$ cat src/rtl/i2c_reg_slave.sv
// rtl/i2c_reg_slave.sv - I2C target with an integrated 8-bit register file
//
// Purpose: lets an external MCU read ID/version/caps/switch/SPI status and
// read/write scratch and LED registers over I2C at address SLAVE_ADDR.
//
// Ports:
//   clk          system clock
//   rst_n        asynchronous active-low reset
//   scl_i        SCL pin (asynchronous)
//   sda_i        resolved SDA bus value (asynchronous)
//   sda_o        SDA drive value (0 when pulling low)
//   sda_oe       SDA output enable
//   led_out      LED register contents
//   sw_in        switch inputs (asynchronous)
//   spi_active   SPI link activity flag
//   spi_rx_byte  last byte received by the SPI link

module i2c_reg_slave #(
  parameter logic [6:0] SLAVE_ADDR = 7'h50
) (
  input  logic       clk,
  input  logic       rst_n,
  input  logic       scl_i,
  input  logic       sda_i,
  output logic       sda_o,
  output logic       sda_oe,
  output logic [7:0] led_out,
  input  logic [7:0] sw_in,
  input  logic       spi_active,
  input  logic [7:0] spi_rx_byte
);

  typedef enum logic [2:0] {
    IDLE, ADDR, ADDR_ACK, RX, RX_ACK, TX, TX_ACK, IGNORE
  } state_t;

  // [0] first sync flop, [1] synchronized value, [2] previous synchronized value
  logic [2:0] scl_q, sda_q;
  logic [7:0] sw_s1_q, sw_s2_q;

  state_t     state_q, state_d;
  logic [3:0] bit_cnt_q, bit_cnt_d;
  logic [7:0] shift_q, shift_d;
  logic [7:0] ptr_q, ptr_d;
  logic       first_q, first_d;
  logic       sda_oe_q, sda_oe_d;
  logic       sda_o_q, sda_o_d;

  logic [7:0] scratch0_q, scratch1_q, led_q;

  logic       scl_rise, scl_fall, start_det, stop_det;
  logic [7:0] rx_byte, rd_cur, rd_nxt;
  logic       wr_en;

  assign scl_rise  =  scl_q[1] & ~scl_q[2];
  assign scl_fall  = ~scl_q[1] &  scl_q[2];
  assign start_det =  scl_q[1] &  scl_q[2] &  sda_q[2] & ~sda_q[1];
  assign stop_det  =  scl_q[1] &  scl_q[2] & ~sda_q[2] &  sda_q[1];

  assign rx_byte = {shift_q[6:0], sda_q[1]};

  function automatic logic [7:0] rd_reg(input logic [7:0] addr);
    case (addr)
      8'h00:   rd_reg = 8'hA7;
      8'h01:   rd_reg = 8'h01;
      8'h02:   rd_reg = 8'h00;
      8'h05:   rd_reg = scratch0_q;
      8'h06:   rd_reg = scratch1_q;
      8'h10:   rd_reg = 8'h95;
      8'h20:   rd_reg = led_q;
      8'h22:   rd_reg = sw_s2_q;
      8'h23:   rd_reg = {7'b0, spi_active};
      8'h24:   rd_reg = spi_rx_byte;
      default: rd_reg = 8'h00;
    endcase
  endfunction

  assign rd_cur = rd_reg(ptr_q);
  assign rd_nxt = rd_reg(ptr_q + 8'd1);

  always_ff @(posedge clk or negedge rst_n) begin
    if (!rst_n) begin
      scl_q   <= 3'b111;
      sda_q   <= 3'b111;
      sw_s1_q <= 8'h00;
      sw_s2_q <= 8'h00;
    end else begin
      scl_q   <= {scl_q[1:0], scl_i};
      sda_q   <= {sda_q[1:0], sda_i};
      sw_s1_q <= sw_in;
      sw_s2_q <= sw_s1_q;
    end
  end

  always_ff @(posedge clk or negedge rst_n) begin
    if (!rst_n) begin
      state_q   <= IDLE;
      bit_cnt_q <= 4'd0;
      shift_q   <= 8'h00;
      ptr_q     <= 8'h00;
      first_q   <= 1'b0;
      sda_oe_q  <= 1'b0;
      sda_o_q   <= 1'b1;
    end else begin
      state_q   <= state_d;
      bit_cnt_q <= bit_cnt_d;
      shift_q   <= shift_d;
      ptr_q     <= ptr_d;
      first_q   <= first_d;
      sda_oe_q  <= sda_oe_d;
      sda_o_q   <= sda_o_d;
    end
  end

  // Writes to read-only or unmapped addresses fall through the case silently.
  always_ff @(posedge clk or negedge rst_n) begin
    if (!rst_n) begin
      scratch0_q <= 8'h00;
      scratch1_q <= 8'h00;
      led_q      <= 8'h00;
    end else if (wr_en) begin
      case (ptr_q)
        8'h05:   scratch0_q <= rx_byte;
        8'h06:   scratch1_q <= rx_byte;
        8'h20:   led_q      <= rx_byte;
        default: ;
      endcase
    end
  end

  // In the ACK states bit_cnt_q is a flag: 1 once the 9th rising edge is seen,
  // so the falling edge that follows ends the ACK slot.
  always_comb begin
    state_d   = state_q;
    bit_cnt_d = bit_cnt_q;
    shift_d   = shift_q;
    ptr_d     = ptr_q;
    first_d   = first_q;
    sda_oe_d  = sda_oe_q;
    sda_o_d   = sda_o_q;
    wr_en     = 1'b0;

    if (start_det) begin
      state_d   = ADDR;
      bit_cnt_d = 4'd0;
      sda_oe_d  = 1'b0;
      sda_o_d   = 1'b1;
    end else if (stop_det) begin
      state_d   = IDLE;
      sda_oe_d  = 1'b0;
      sda_o_d   = 1'b1;
    end else begin
      case (state_q)
        ADDR: begin
          if (scl_rise && bit_cnt_q != 4'd8) begin
            shift_d   = rx_byte;
            bit_cnt_d = bit_cnt_q + 4'd1;
          end else if (scl_fall && bit_cnt_q == 4'd8) begin
            bit_cnt_d = 4'd0;
            if (shift_q[7:1] == SLAVE_ADDR) begin
              state_d  = ADDR_ACK;
              sda_oe_d = 1'b1;
              sda_o_d  = 1'b0;
            end else begin
              state_d  = IGNORE;
            end
          end
        end
        ADDR_ACK: begin
          if (scl_rise) begin
            bit_cnt_d = 4'd1;
          end else if (scl_fall && bit_cnt_q == 4'd1) begin
            bit_cnt_d = 4'd0;
            if (shift_q[0]) begin
              state_d  = TX;
              shift_d  = rd_cur;
              sda_oe_d = 1'b1;
              sda_o_d  = rd_cur[7];
            end else begin
              state_d  = RX;
              first_d  = 1'b1;
              sda_oe_d = 1'b0;
              sda_o_d  = 1'b1;
            end
          end
        end
        RX: begin
          if (scl_rise && bit_cnt_q != 4'd8) begin
            shift_d   = rx_byte;
            bit_cnt_d = bit_cnt_q + 4'd1;
            if (bit_cnt_q == 4'd7) begin
              if (first_q) begin
                ptr_d   = rx_byte;
                first_d = 1'b0;
              end else begin
                wr_en   = 1'b1;
                ptr_d   = ptr_q + 8'd1;
              end
            end
          end else if (scl_fall && bit_cnt_q == 4'd8) begin
            state_d   = RX_ACK;
            bit_cnt_d = 4'd0;
            sda_oe_d  = 1'b1;
            sda_o_d   = 1'b0;
          end
        end
        RX_ACK: begin
          if (scl_rise) begin
            bit_cnt_d = 4'd1;
          end else if (scl_fall && bit_cnt_q == 4'd1) begin
            state_d   = RX;
            bit_cnt_d = 4'd0;
            sda_oe_d  = 1'b0;
            sda_o_d   = 1'b1;
          end
        end
        TX: begin
          // Bit 7 is already on the bus on entry; each fall drives the next bit,
          // and the eighth fall hands the bus back for the master's ACK.
          if (scl_fall) begin
            if (bit_cnt_q == 4'd7) begin
              state_d   = TX_ACK;
              bit_cnt_d = 4'd0;
              sda_oe_d  = 1'b0;
              sda_o_d   = 1'b1;
            end else begin
              shift_d   = {shift_q[6:0], 1'b0};
              sda_o_d   = shift_q[6];
              bit_cnt_d = bit_cnt_q + 4'd1;
            end
          end
        end
        TX_ACK: begin
          if (scl_rise && bit_cnt_q == 4'd0) begin
            ptr_d = ptr_q + 8'd1;
            if (!sda_q[1]) begin
              shift_d   = rd_nxt;
              bit_cnt_d = 4'd1;
            end else begin
              state_d   = IGNORE;
            end
          end else if (scl_fall && bit_cnt_q == 4'd1) begin
            state_d   = TX;
            bit_cnt_d = 4'd0;
            sda_oe_d  = 1'b1;
            sda_o_d   = shift_q[7];
          end
        end
        default: ;
      endcase
    end
  end

  assign sda_oe  = sda_oe_q;
  assign sda_o   = sda_o_q;
  assign led_out = led_q;

endmodule

$ cat config.mk
export PLATFORM = sky130hd
export DESIGN_NAME = i2c_reg_slave
export DESIGN_NICKNAME = d
export VERILOG_FILES = /design/src/rtl/i2c_reg_slave.sv
export SDC_FILE = /design/constraint.sdc
export NUM_CORES = 1
export LEC_CHECK = 0
export ABC_AREA = 1
export CAP_MARGIN = 20
export CORE_AREA = 2 2 110 112
export DETAILED_ROUTE_END_ITERATION = 6
export DIE_AREA = 0 0 112 114
export HOLD_SLACK_MARGIN = 0.03
export PLACE_DENSITY = 0.68
export SLEW_MARGIN = 20
export SYNTH_ARGS = -nofsm -noshare
export SYNTH_HDL_FRONTEND = slang
export SYNTH_SLANG_ARGS = --single-unit
$ cat constraint.sdc
create_clock -name clk -period 2.4 [get_ports clk]
set_clock_uncertainty 0.1 [all_clocks]
set_input_delay 0.6 -clock clk [delete_from_list [all_inputs] [get_ports clk]]
set_output_delay 0.6 -clock clk [all_outputs]
set_load 0.02 [all_outputs]
==> qor.txt <==
Status = complete, no violations
Final period util = 0.946
Largest family of logic cells by synthesized area = simple AND/OR/NAND/NOR gates
Placed Cells = 820
I/O Pins = 31
Worst hold-check path type = in2async
Post-DRT Antenna Nets = 0
Minimum clock period = 2.27 ns
Row cnt = 40
Final Net Count = 717
Final Setup Violations = 0
Max cap viols = 0
Post-synth top area cell = dfrtp_1
Cell count after synthesis = 622
Critical Path AT = 2.45 ns
Top fanout value on the critical path = 9
Syn Area/Cell = 7.25 µm²
Cell area after synthesis = 4510 µm²
Crit end category = flip-flop
Initial antenna violation count = 0
Area share of the largest cell type after synthesis = 0.361
Drt wl/cell = 15.8 µm
Total power = 5.84 mW
Core area = 11700 µm²
Root Buffer Master = clkbuf_16
Drt drc = 0
Synth Area in Compound Gates = 0.150
Hold Buf Count CTS = 0
R2r setup slk = 0.13 ns
Post-synth net total = 651
Register area share after synthesis = 0.401
Worst reg2reg path endpoint = sda_o
Hold Fails Final Rpt = 0
Fmax = 440 MHz
Cell Pwr Density = 1050 nW/µm²
All-Layer GR Usage = 0.217
Simple-gate share of the synthesized area = 0.346
Startpoint types = flip-flop
Worst path max stage delay = 0.43 ns
RD Place Congestion = 1.02
Number of buffers created by CTS = 9
Die area = 12800 µm²
Non-filler instance count after layout = 840
Synthesis-stage register bit count = 72
Critical Path RT = 2.58 ns
Slowest-stage cell, CP = dfrtp_1
Longest Clk Path Bufs = 2
DP Wirelength = 10.0 mm
Via Count = 4512
CTS tree = yes
Die height = 114 µm
Total grt overflow = 0
Multiplexer share of the synthesized area = 0
# clock sinks = 72
Layout fillers = 1198
Drt first-iter violations = 504
Reg clk slew, reported paths = 0.06 ns
Max Slew Vio Count = 0
# diodes = 0
Chip Width = 112 µm
Warnings from Yosys = 0
First-pass GRT wire length = 21.8 mm
DRT Wirelength = 13.3 mm
Post-synth cell types = 47
Synth Area in XOR/XNOR = 0.00388
Peak VDD IR = 0.542 mV
Area share of fa/ha/maj cells after synthesis = 0.0222
Vias in the first global route = 4283
DR vias/cell = 5.37
Critical Path, Cell by Cell = inv_2, ha_1, inv_1, nor2_1, nand2_1, clkinvlp_4, nand2_1, o211ai_1, nor2_1, nand2_1, nand2_1, nand3_1, nor2_1, nor2_1
Leak pwr = 2.59 nW
Starting Density = 0.385
Slew headroom = 0.626
FF-to-FF Start = ptr_q[0]
Htree depth = 3
Area growth from synthesis to layout = 23.3%
Worst Tran Pin Value = 0.559 ns
Setup TNS = 0 ns
Pre-antenna DRT Iters = 5
Crit path buf inv count = 3
Largest net degree at the start of global routing = 44
Synth top area cells = dfrtp_1 36%, nand2_1 14%, nand3_1 6.7%
Share of cells above drive strength 1 = 0.160
Util after Layout = 0.475
Later-pin clock latency in the skew report = 0.35 ns
Worst reg2reg path depth = 14
Port bufs = 30
Critical path class = reg2reg
Top Family by Delay on Critical Path = simple AND/OR/NAND/NOR gates
-- Yosys cell counts (all sizes together) --
cell,n
dfrtp,65
or2,1
xor2,2
and3,1
nand3,67
o21a,2
o2bb2ai,1
nand2,169
o31ai,1
clkinv,4
buf,4
o22ai,2
clkbuf,3
nand3b,1
ha,8
nor2,79
o221ai,1
o2111ai,1
o21ai,68
nor3,7
and3b,1
o211ai,11
inv,75
nand4,11
a21boi,7
a21oi,17
a31oi,1
a211oi,3
dfstp,7
nor4,1
o21bai,1
-- sequential cells by signal (all words and copies together), names as in the netlist --
signal / count
scratch0_q: 8
scratch1_q: 8
sda_q: 3
sda_o: 1
led_out: 8
sw_s2_q: 8
first_q: 1
scl_q: 3
sw_s1_q: 8
sda_oe: 1
ptr_q: 8
shift_q: 8
bit_cnt_q: 4
state_q: 3
-- cell usage in the layout, fill, tap and decap left out, types with 3 or more instances in the layout --
cell             instances
nand2_1                165
inv_1                   63
dfrtp_1                 63
nor2_1                  62
nand3_1                 59
o21ai_0                 57
buf_4                   32
clkdlybuf4s50_1         29
a21oi_1                 17
inv_2                   12
o21ai_1                 11
nor2_2                  10
nand4_1                 10
o211ai_1                10
clkbuf_16                9
a21boi_1                 7
ha_1                     7
dfstp_2                  7
nor2_4                   6
nand3_2                  5
nor3_2                   4
nand3_4                  3
clkinvlp_4               3
clkinv_2                 3
-- layer usage --
metal	global-route usage	share of wire	vias to the layer above
li1	-	-	2174
met1	0.295	0.46	2158
met2	0.336	0.45	149
met3	0.0590	0.067	31
met4	0.0789	0.022	0
met5	0	0	-
-- worst max-delay path by stage --
stage	startpoint	endpoint	slack, ns	depth (start not counted)
2_1_floorplan	ptr_q[0]	shift_q[0]	0.35	14
3_3_place_gp	bit_cnt_q[0]	led_out[6]	0.11	9
3_5_place_dp	bit_cnt_q[0]	scratch1_q[7]	0.1	10
4_1_cts	bit_cnt_q[0]	scratch1_q[5]	0.08	9
5_1_grt	ptr_q[0]	shift_q[0]	-0.01	14
6_report	ptr_q[0]	sda_o	0.13	14
-- power by group --
group	total (mW)	switching (mW)	internal, mW
logic	2.81	1.84	0.968
registers	1.68	0.216	1.47
clock network	1.35	0.538	0.810
-- worst reg2reg max path, delay by kind of cell (launching register included) --
kind,cells,cell delay [ns]
compound gates,1,0.09
simple gates,9,0.90
fa+ha+maj,1,0.24
flops,1,0.43
buf+inv,3,0.44
-- logic make-up after synthesis --
group	count (synthesis)
flops	72
simple gates	338
buf+inv	86
fa+ha+maj	8
xor+xnor	2
compound gates	116
-- repair_timing --
action,4_1_cts,5_1_grt
resized for setup,0,17
setup buffers,0,4
setup endpoints to repair,0,40
-- metrics by stage --
stage / area [µm²] / hold slack (ns) / setup slack, ns
after floorplan: 4510 / 0.204 / 0.347
after global routing: 5560 / 0.0931 / -0.00984
after CTS: 5470 / 0.0758 / 0.0811
after detailed placement: 5170 / 0.235 / 0.0954
final: 5560 / 0.0760 / 0.129
after global placement: 5170 / 0.231 / 0.112
-- area by class of cell --
type | count | area (µm²) | area share
multi-input cells | 464 | 2410 | 0.434
flip-flops and latches | 72 | 1810 | 0.326
repair buffers | 62 | 551 | 0.0990
inverters | 79 | 303 | 0.0544
clock buffers | 10 | 229 | 0.0412
well taps | 147 | 184 | 0.0331
clock inverters | 6 | 67.6 | 0.0121
(Power assumes the default switching activity.)
